`src/rtl/opb_cmd_master_if.sv`:
```
// opb_cmd_master_if: command, response and OPB bus signals of the OPB command master
// master modport: the initiator (accepts cmd_*, drives OPB_* strobes, returns rsp_*)
// slave modport: host plus register-slave side
interface opb_cmd_master_if #(parameter int ADDR_W = 4);
  logic              cmd_valid;
  logic              cmd_ready;
  logic              cmd_write;
  logic [ADDR_W-1:0] cmd_addr;
  logic [15:0]       cmd_wdata;
  logic [15:0]       cmd_mask;
  logic              rsp_valid;
  logic              rsp_ready;
  logic [31:0]       rsp_rdata;
  logic              busy;
  logic [ADDR_W-1:0] OPB_ADDR;
  logic [15:0]       OPB_DI;
  logic              OPB_WE;
  logic              OPB_RE;
  logic [31:0]       OPB_DO;
  modport master (
    input  cmd_valid, cmd_write, cmd_addr, cmd_wdata, cmd_mask, rsp_ready, OPB_DO,
    output cmd_ready, rsp_valid, rsp_rdata, busy, OPB_ADDR, OPB_DI, OPB_WE, OPB_RE
  );
  modport slave (
    output cmd_valid, cmd_write, cmd_addr, cmd_wdata, cmd_mask, rsp_ready, OPB_DO,
    input  cmd_ready, rsp_valid, rsp_rdata, busy, OPB_ADDR, OPB_DI, OPB_WE, OPB_RE
  );
endinterface

```
`src/rtl/opb_cmd_master.sv`:
```
// opb_cmd_master: runs one OPB read, write or masked read-modify-write per host command
// OPB_CLK/OPB_RSTb: clock and synchronous active-low reset
// b: command port (valid/ready), buffered response port (valid/ready), OPB bus strobes
module opb_cmd_master #(
  parameter int RD_WAIT = 1,
  parameter int ADDR_W  = 4
) (
  input logic                OPB_CLK,
  input logic                OPB_RSTb,
  opb_cmd_master_if.master   b
);
  typedef enum logic [1:0] {IDLE, READ, WRITE, RESP} state_t;
  state_t            state, state_n;
  logic [3:0]        cnt, cnt_n;
  logic [ADDR_W-1:0] addr, addr_n, opb_addr_n;
  logic [15:0]       wdata, wdata_n, mask, mask_n, opb_di_n;
  logic              rmw, rmw_n, we_n, re_n, rsp_valid_n, plain;
  logic [31:0]       rdata_n;
  assign plain = b.cmd_write && b.cmd_mask == 16'hFFFF;
  // Every bus output is computed one cycle ahead and registered, so the strobes
  // and address are glitch-free for the slaves' falling-edge write sampling.
  always_comb begin
    state_n     = state;
    cnt_n       = cnt;
    addr_n      = addr;
    wdata_n     = wdata;
    mask_n      = mask;
    rmw_n       = rmw;
    opb_addr_n  = '0;
    opb_di_n    = '0;
    we_n        = 1'b0;
    re_n        = 1'b0;
    rsp_valid_n = 1'b0;
    rdata_n     = b.rsp_rdata;
    case (state)
      IDLE: if (b.cmd_valid && b.cmd_ready) begin
        addr_n     = b.cmd_addr;
        wdata_n    = b.cmd_wdata;
        mask_n     = b.cmd_mask;
        rmw_n      = b.cmd_write && !plain;
        cnt_n      = 4'(RD_WAIT);
        rdata_n    = '0;
        state_n    = plain ? WRITE : READ;
        opb_addr_n = b.cmd_addr;
        we_n       = plain;
        re_n       = !plain;
        opb_di_n   = plain ? b.cmd_wdata : 16'h0;
      end
      READ: if (cnt == 4'd0) begin
        rdata_n     = b.OPB_DO;
        state_n     = rmw ? WRITE : RESP;
        we_n        = rmw;
        rsp_valid_n = !rmw;
        opb_addr_n  = rmw ? addr : '0;
        // Merge uses the live bus data, since rsp_rdata only updates at this same edge.
        opb_di_n    = rmw ? (b.OPB_DO[15:0] & ~mask) | (wdata & mask) : 16'h0;
      end else begin
        cnt_n      = cnt - 4'd1;
        re_n       = 1'b1;
        opb_addr_n = addr;
      end
      WRITE: begin
        state_n     = RESP;
        rsp_valid_n = 1'b1;
      end
      RESP: begin
        state_n     = b.rsp_ready ? IDLE : RESP;
        rsp_valid_n = !b.rsp_ready;
      end
    endcase
  end
  always_ff @(posedge OPB_CLK) begin
    if (!OPB_RSTb) begin
      state       <= IDLE;
      cnt         <= '0;
      addr        <= '0;
      wdata       <= '0;
      mask        <= '0;
      rmw         <= 1'b0;
      b.cmd_ready <= 1'b0;
      b.busy      <= 1'b0;
      b.OPB_ADDR  <= '0;
      b.OPB_DI    <= '0;
      b.OPB_WE    <= 1'b0;
      b.OPB_RE    <= 1'b0;
      b.rsp_valid <= 1'b0;
      b.rsp_rdata <= '0;
    end else begin
      state       <= state_n;
      cnt         <= cnt_n;
      addr        <= addr_n;
      wdata       <= wdata_n;
      mask        <= mask_n;
      rmw         <= rmw_n;
      b.cmd_ready <= state_n == IDLE;
      b.busy      <= state_n != IDLE;
      b.OPB_ADDR  <= opb_addr_n;
      b.OPB_DI    <= opb_di_n;
      b.OPB_WE    <= we_n;
      b.OPB_RE    <= re_n;
      b.rsp_valid <= rsp_valid_n;
      b.rsp_rdata <= rdata_n;
    end
  end
endmodule

```
`src/flat_wrapper.sv`:
```
// flat-port wrapper written by rule: the top's interface ports become plain ports
module opb_cmd_master_flat 
#(
  parameter int RD_WAIT = 1,
  parameter int ADDR_W  = 4
)
  (OPB_CLK, OPB_RSTb, b_cmd_valid, b_cmd_write, b_cmd_addr, b_cmd_wdata, b_cmd_mask, b_rsp_ready, b_OPB_DO, b_cmd_ready, b_rsp_valid, b_rsp_rdata, b_busy, b_OPB_ADDR, b_OPB_DI, b_OPB_WE, b_OPB_RE);
  opb_cmd_master_if #(.ADDR_W(ADDR_W)) b_i ();
  input logic OPB_CLK;
  input logic OPB_RSTb;
  input wire logic [$bits(b_i.cmd_valid)-1:0] b_cmd_valid;
  input wire logic [$bits(b_i.cmd_write)-1:0] b_cmd_write;
  input wire logic [$bits(b_i.cmd_addr)-1:0] b_cmd_addr;
  input wire logic [$bits(b_i.cmd_wdata)-1:0] b_cmd_wdata;
  input wire logic [$bits(b_i.cmd_mask)-1:0] b_cmd_mask;
  input wire logic [$bits(b_i.rsp_ready)-1:0] b_rsp_ready;
  input wire logic [$bits(b_i.OPB_DO)-1:0] b_OPB_DO;
  output wire logic [$bits(b_i.cmd_ready)-1:0] b_cmd_ready;
  output wire logic [$bits(b_i.rsp_valid)-1:0] b_rsp_valid;
  output wire logic [$bits(b_i.rsp_rdata)-1:0] b_rsp_rdata;
  output wire logic [$bits(b_i.busy)-1:0] b_busy;
  output wire logic [$bits(b_i.OPB_ADDR)-1:0] b_OPB_ADDR;
  output wire logic [$bits(b_i.OPB_DI)-1:0] b_OPB_DI;
  output wire logic [$bits(b_i.OPB_WE)-1:0] b_OPB_WE;
  output wire logic [$bits(b_i.OPB_RE)-1:0] b_OPB_RE;
  assign b_i.cmd_valid = b_cmd_valid;
  assign b_i.cmd_write = b_cmd_write;
  assign b_i.cmd_addr = b_cmd_addr;
  assign b_i.cmd_wdata = b_cmd_wdata;
  assign b_i.cmd_mask = b_cmd_mask;
  assign b_i.rsp_ready = b_rsp_ready;
  assign b_i.OPB_DO = b_OPB_DO;
  assign b_cmd_ready = b_i.cmd_ready;
  assign b_rsp_valid = b_i.rsp_valid;
  assign b_rsp_rdata = b_i.rsp_rdata;
  assign b_busy = b_i.busy;
  assign b_OPB_ADDR = b_i.OPB_ADDR;
  assign b_OPB_DI = b_i.OPB_DI;
  assign b_OPB_WE = b_i.OPB_WE;
  assign b_OPB_RE = b_i.OPB_RE;
  opb_cmd_master #(.RD_WAIT(RD_WAIT), .ADDR_W(ADDR_W)) u_core (.OPB_CLK(OPB_CLK), .OPB_RSTb(OPB_RSTb), .b(b_i));
endmodule
```
`config.mk`:
```
export PLATFORM = sky130hd
export DESIGN_NAME = opb_cmd_master_flat
export DESIGN_NICKNAME = d
export VERILOG_FILES = /design/src/rtl/opb_cmd_master_if.sv /design/src/rtl/opb_cmd_master.sv /design/src/flat_wrapper.sv
export SDC_FILE = /design/constraint.sdc
export NUM_CORES = 1
export LEC_CHECK = 0
export ABC_AREA = 1
export CAP_MARGIN = 20
export CORE_MARGIN = 3
export CORE_UTILIZATION = 48
export CTS_BUF_LIST = sky130_fd_sc_hd__clkbuf_2
export DETAILED_ROUTE_END_ITERATION = 7
export HOLD_SLACK_MARGIN = 0.06
export MAX_ROUTING_LAYER = met4
export PLACE_DENSITY_LB_ADDON = 0.12
export SLEW_MARGIN = 40
export SYNTH_ARGS = -nofsm -noshare
export SYNTH_HDL_FRONTEND = slang
export SYNTH_SLANG_ARGS = --single-unit
export TNS_END_PERCENT = 20
```
`constraint.sdc`:
```
create_clock -name OPB_CLK -period 2.3 [get_ports OPB_CLK]
set_input_delay 0.345 -clock OPB_CLK [delete_from_list [all_inputs] [get_ports OPB_CLK]]
set_output_delay 0.345 -clock OPB_CLK [all_outputs]
set_load 0.05 [all_outputs]
```
==> flow_metrics.env <==
export IMPL_placement_io_buffers=129
export IMPL_hold_buffers=0
export IMPL_rsz0062_at_grt="no"
export IMPL_detail_route_wirelength_mm=10.6
export IMPL_peakVddDrop_uv=792
export IMPL_yosys_warnings=0
export IMPL_synth_fp_nets=561
export IMPL_synthDominantAreaCellType="sky130_fd_sc_hd__dfxtp_1"
export IMPL_post_route_cells_drive_above_1_share_pct=11.0
export IMPL_die_height_um=96.8
export IMPL_max_slew_worst_pin_slew_ns=0.551
export IMPL_synth_edf_count=0
export IMPL_top_level_ports=130
export IMPL_drcViolationCount=0
export IMPL_maxCapViolCount=0
export IMPL_tritoncts="built"
export IMPL_worstPathCellList="clkdlybuf4s50_1"
export IMPL_critical_path_max_stage_delay_ns=0.82
export IMPL_final_antenna_net_count=0
export IMPL_slowest_stage="sky130_fd_sc_hd__clkdlybuf4s50_1"
export IMPL_report_final_slew_viol_count=0
export IMPL_power_per_cell_area_nw_per_um2=1030
export IMPL_crit_path_start_kind="register"
export IMPL_layout_min_cycle_time_ns=2.16
export IMPL_synthTopCellsByArea="sky130_fd_sc_hd__dfxtp_1 51%, sky130_fd_sc_hd__a21oi_1 9.5%, sky130_fd_sc_hd__nand2_1 8.8%, sky130_fd_sc_hd__nor2_1 6.3%, sky130_fd_sc_hd__mux2_2 4.6%"
export IMPL_num_vias=3621
export IMPL_die_width_um=96.8
export IMPL_dieArea_um2=9360
export IMPL_cts_max_path_buffers=2
export IMPL_detail_route_iter0_violations=144
export IMPL_worst_r2r_startpoint="u_core.cnt[0]$_SDFFE_PN0P_"
export IMPL_grt_pass1_vias=3573
export IMPL_areaGrowthSynthToFinish_pct=36.2
export IMPL_min_path_type="input pin to register"
export IMPL_endpoints_failing_hold=0
export IMPL_post_synth_most_frequent_cells="100 x sky130_fd_sc_hd__dfxtp_1, 93 x sky130_fd_sc_hd__nand2_1, 75 x sky130_fd_sc_hd__a21oi_1, 66 x sky130_fd_sc_hd__nor2_1, 27 x sky130_fd_sc_hd__nand3_1"
export IMPL_drt_pass1_iter_count=4
export IMPL_cts_made_buffers=9
export IMPL_cp_data_required_time_ns=1.96
export IMPL_arr_time_crit_path_ns=1.81
export IMPL_dominant_cell_by_count_in_the_synthesized_netlist="sky130_fd_sc_hd__dfxtp_1"
export IMPL_place_worst_setup_slack_ns=0.173
export IMPL_postSynth_asyncResetShare_pct=0
export IMPL_worst_clock_skew_ns=0.0328
export IMPL_floorplan_core_area_um2=7850
export IMPL_cts_setup_buffers=0
export IMPL_critPathKind="register to output pin"
export IMPL_timing_setup_tns_ns=0
export IMPL_worst_path_top_cell_family_by_delay="buffers and inverters"
export IMPL_mappedNetlistArea_um2=3960
export IMPL_syn_avg_cell_area_um2=8.14
export IMPL_start_util_pct=50.4
export IMPL_cts_htree_levels=3
export IMPL_min_from="b_OPB_DO[31]"
export IMPL_ys_ff_latch=100
export IMPL_synth_seq_area_share_pct=50.6
export IMPL_final_min_period_over_clock_period_pct=93.9
export IMPL_fillCellCount=707
export IMPL_fin_ws_ns=0.141
export IMPL_critPathCaptureType="output pin"
export IMPL_antenna_cells=0
export IMPL_grt_first_pass_wirelength_mm=17.5
export IMPL_cp_buffers_inverters=1
export IMPL_report_final_setup_viol=0
export IMPL_outcome="finished, final reports clean"
export IMPL_clk_insertion_delay_late_ns=0.57
export IMPL_route_detailed_wl_per_inst_um=14.8
export IMPL_detailedPlacementHpwl_mm=7.49
export IMPL_cts_sink_count=100
export IMPL_cts_reportedPaths_clkPinSlew_ns=0.30
export IMPL_total_leakage_power_nw=1.97
export IMPL_syn_instance_count=486
export IMPL_max_clock_freq_mhz=463
export IMPL_yosys_most_used_dff="sky130_fd_sc_hd__dfxtp_1"
export IMPL_globalplace_congestion=0.797
export IMPL_overflow=0
export IMPL_grt_util_all_layers_pct=23.4
export IMPL_standard_cell_row_count=32
export IMPL_post_drt_via_cell_ratio=5.08
export IMPL_timing_critical_path_from="u_core.b.cmd_ready$_SDFF_PN0_"
export IMPL_slew_headroom_pct=63.1
export IMPL_synth_cell_type_count=32
export IMPL_cts_repair_resized=0
export IMPL_grt_max_degree=39
export IMPL_synth_top_area_share_pct=50.6
export IMPL_clockRootBuffer="sky130_fd_sc_hd__clkbuf_2"
export IMPL_cp_max_fo=2
export IMPL_antenna_found_initial=0
export IMPL_final_net_count=681
-- worst register-to-register path: cells and delay by family (launching register included) --
family	cells	cell delay [ns]
AOI/OAI and AO/OA	1	0.15
and+or+nand+nor	4	0.52
DFF	1	0.44
adders and majority gates	1	0.21
buffers and inverters	2	0.38
-- cells in the final DEF (no fill, tap or decap), types with 2 or more instances in the layout --
master and n:
sky130_fd_sc_hd__buf_4 9, sky130_fd_sc_hd__inv_6 2, sky130_fd_sc_hd__clkdlybuf4s50_1 129, sky130_fd_sc_hd__clkbuf_2 9, sky130_fd_sc_hd__clkinv_2 3, sky130_fd_sc_hd__a21oi_2 2, sky130_fd_sc_hd__inv_2 3, sky130_fd_sc_hd__inv_1 13
sky130_fd_sc_hd__a21oi_1 75, sky130_fd_sc_hd__ha_1 2, sky130_fd_sc_hd__mux2_2 16, sky130_fd_sc_hd__o22ai_1 2, sky130_fd_sc_hd__clkinvlp_4 3, sky130_fd_sc_hd__nor2_4 3, sky130_fd_sc_hd__nand3_1 27, sky130_fd_sc_hd__nand3_2 9
sky130_fd_sc_hd__nand2_2 3, sky130_fd_sc_hd__o21ai_0 21, sky130_fd_sc_hd__dfxtp_1 100, sky130_fd_sc_hd__inv_4 2, sky130_fd_sc_hd__o21ai_1 11, sky130_fd_sc_hd__nand2_1 93, sky130_fd_sc_hd__nor2_1 66
-- kinds of logic (layout without fill, tap and decap cells) --
logic type | after synthesis | in the layout | share of synthesized area [%]
buffers and inverters | 48 | 173 | 5.73
xor gates and xnor gates | 1 | 1 | 0.221
DFF | 100 | 100 | 50.6
and+or+nand+nor | 208 | 208 | 23.9
muxes | 16 | 16 | 4.56
AOI/OAI and AO/OA | 111 | 111 | 14.3
adders and majority gates | 2 | 2 | 0.633
-- final timing paths --
path	to	cells after the start	slack, ns
worst min-delay path	u_core.b.rsp_rdata[31]$_SDFFE_PN0P_	3	0.30
worst max register to register	u_core.b.rsp_rdata[29]$_SDFFE_PN0P_	8	0.58
worst max-delay path	b_cmd_ready	1	0.14
worst min register to register	u_core.wdata[13]$_SDFFE_PN0P_	2	0.48
-- power by group --
part	leakage [nW]	total [mW]	internal, mW	switching [mW]
clock	0.0547	0.753	0.145	0.608
sequential	0.813	2.30	2.09	0.205
combinational	1.11	2.49	0.853	1.64
total	1.97	5.55	3.09	2.45
-- area by class of cell --
class	instances	area, µm²	share of cell area [%]
timing repair buffer	138	1360	25.2
multi-input combinational	338	1730	32.0
clock buffer	9	45.0	0.836
tap	102	128	2.37
inverter	19	77.6	1.44
clock inverter	7	50.0	0.929
sequential	100	2000	37.2
-- stage by stage --
stage          hold slack [ns]  std cells  util, %  power [mW]  area (µm²)
2_1_floorplan            0.441        486        -        4.09        3960
3_3_place_gp             0.448        697     67.4        4.78        5290
3_5_place_dp             0.455        697     67.4        4.83        5290
4_1_cts                  0.288        713     68.7        5.57        5390
5_1_grt                  0.248        713     68.7        5.90        5390
6_report                 0.305        713     68.7        5.55        5390
-- registers in the layout, indices dropped and copies added, names as in the netlist, 2 cells and up --
signal              flops
u_core.addr             4
u_core.b.OPB_ADDR       4
u_core.b.OPB_DI        16
u_core.b.rsp_rdata     32
u_core.cnt              4
u_core.mask            16
u_core.state            2
u_core.wdata           16
-- metal layers --
layer	routed length, µm	GRT usage, %
met1	4770	30.5
met2	4970	36.6
met3	733	5.62
met4	107	5.94
met5	0	-
Note: power is estimated with default switching activity, not from simulation.
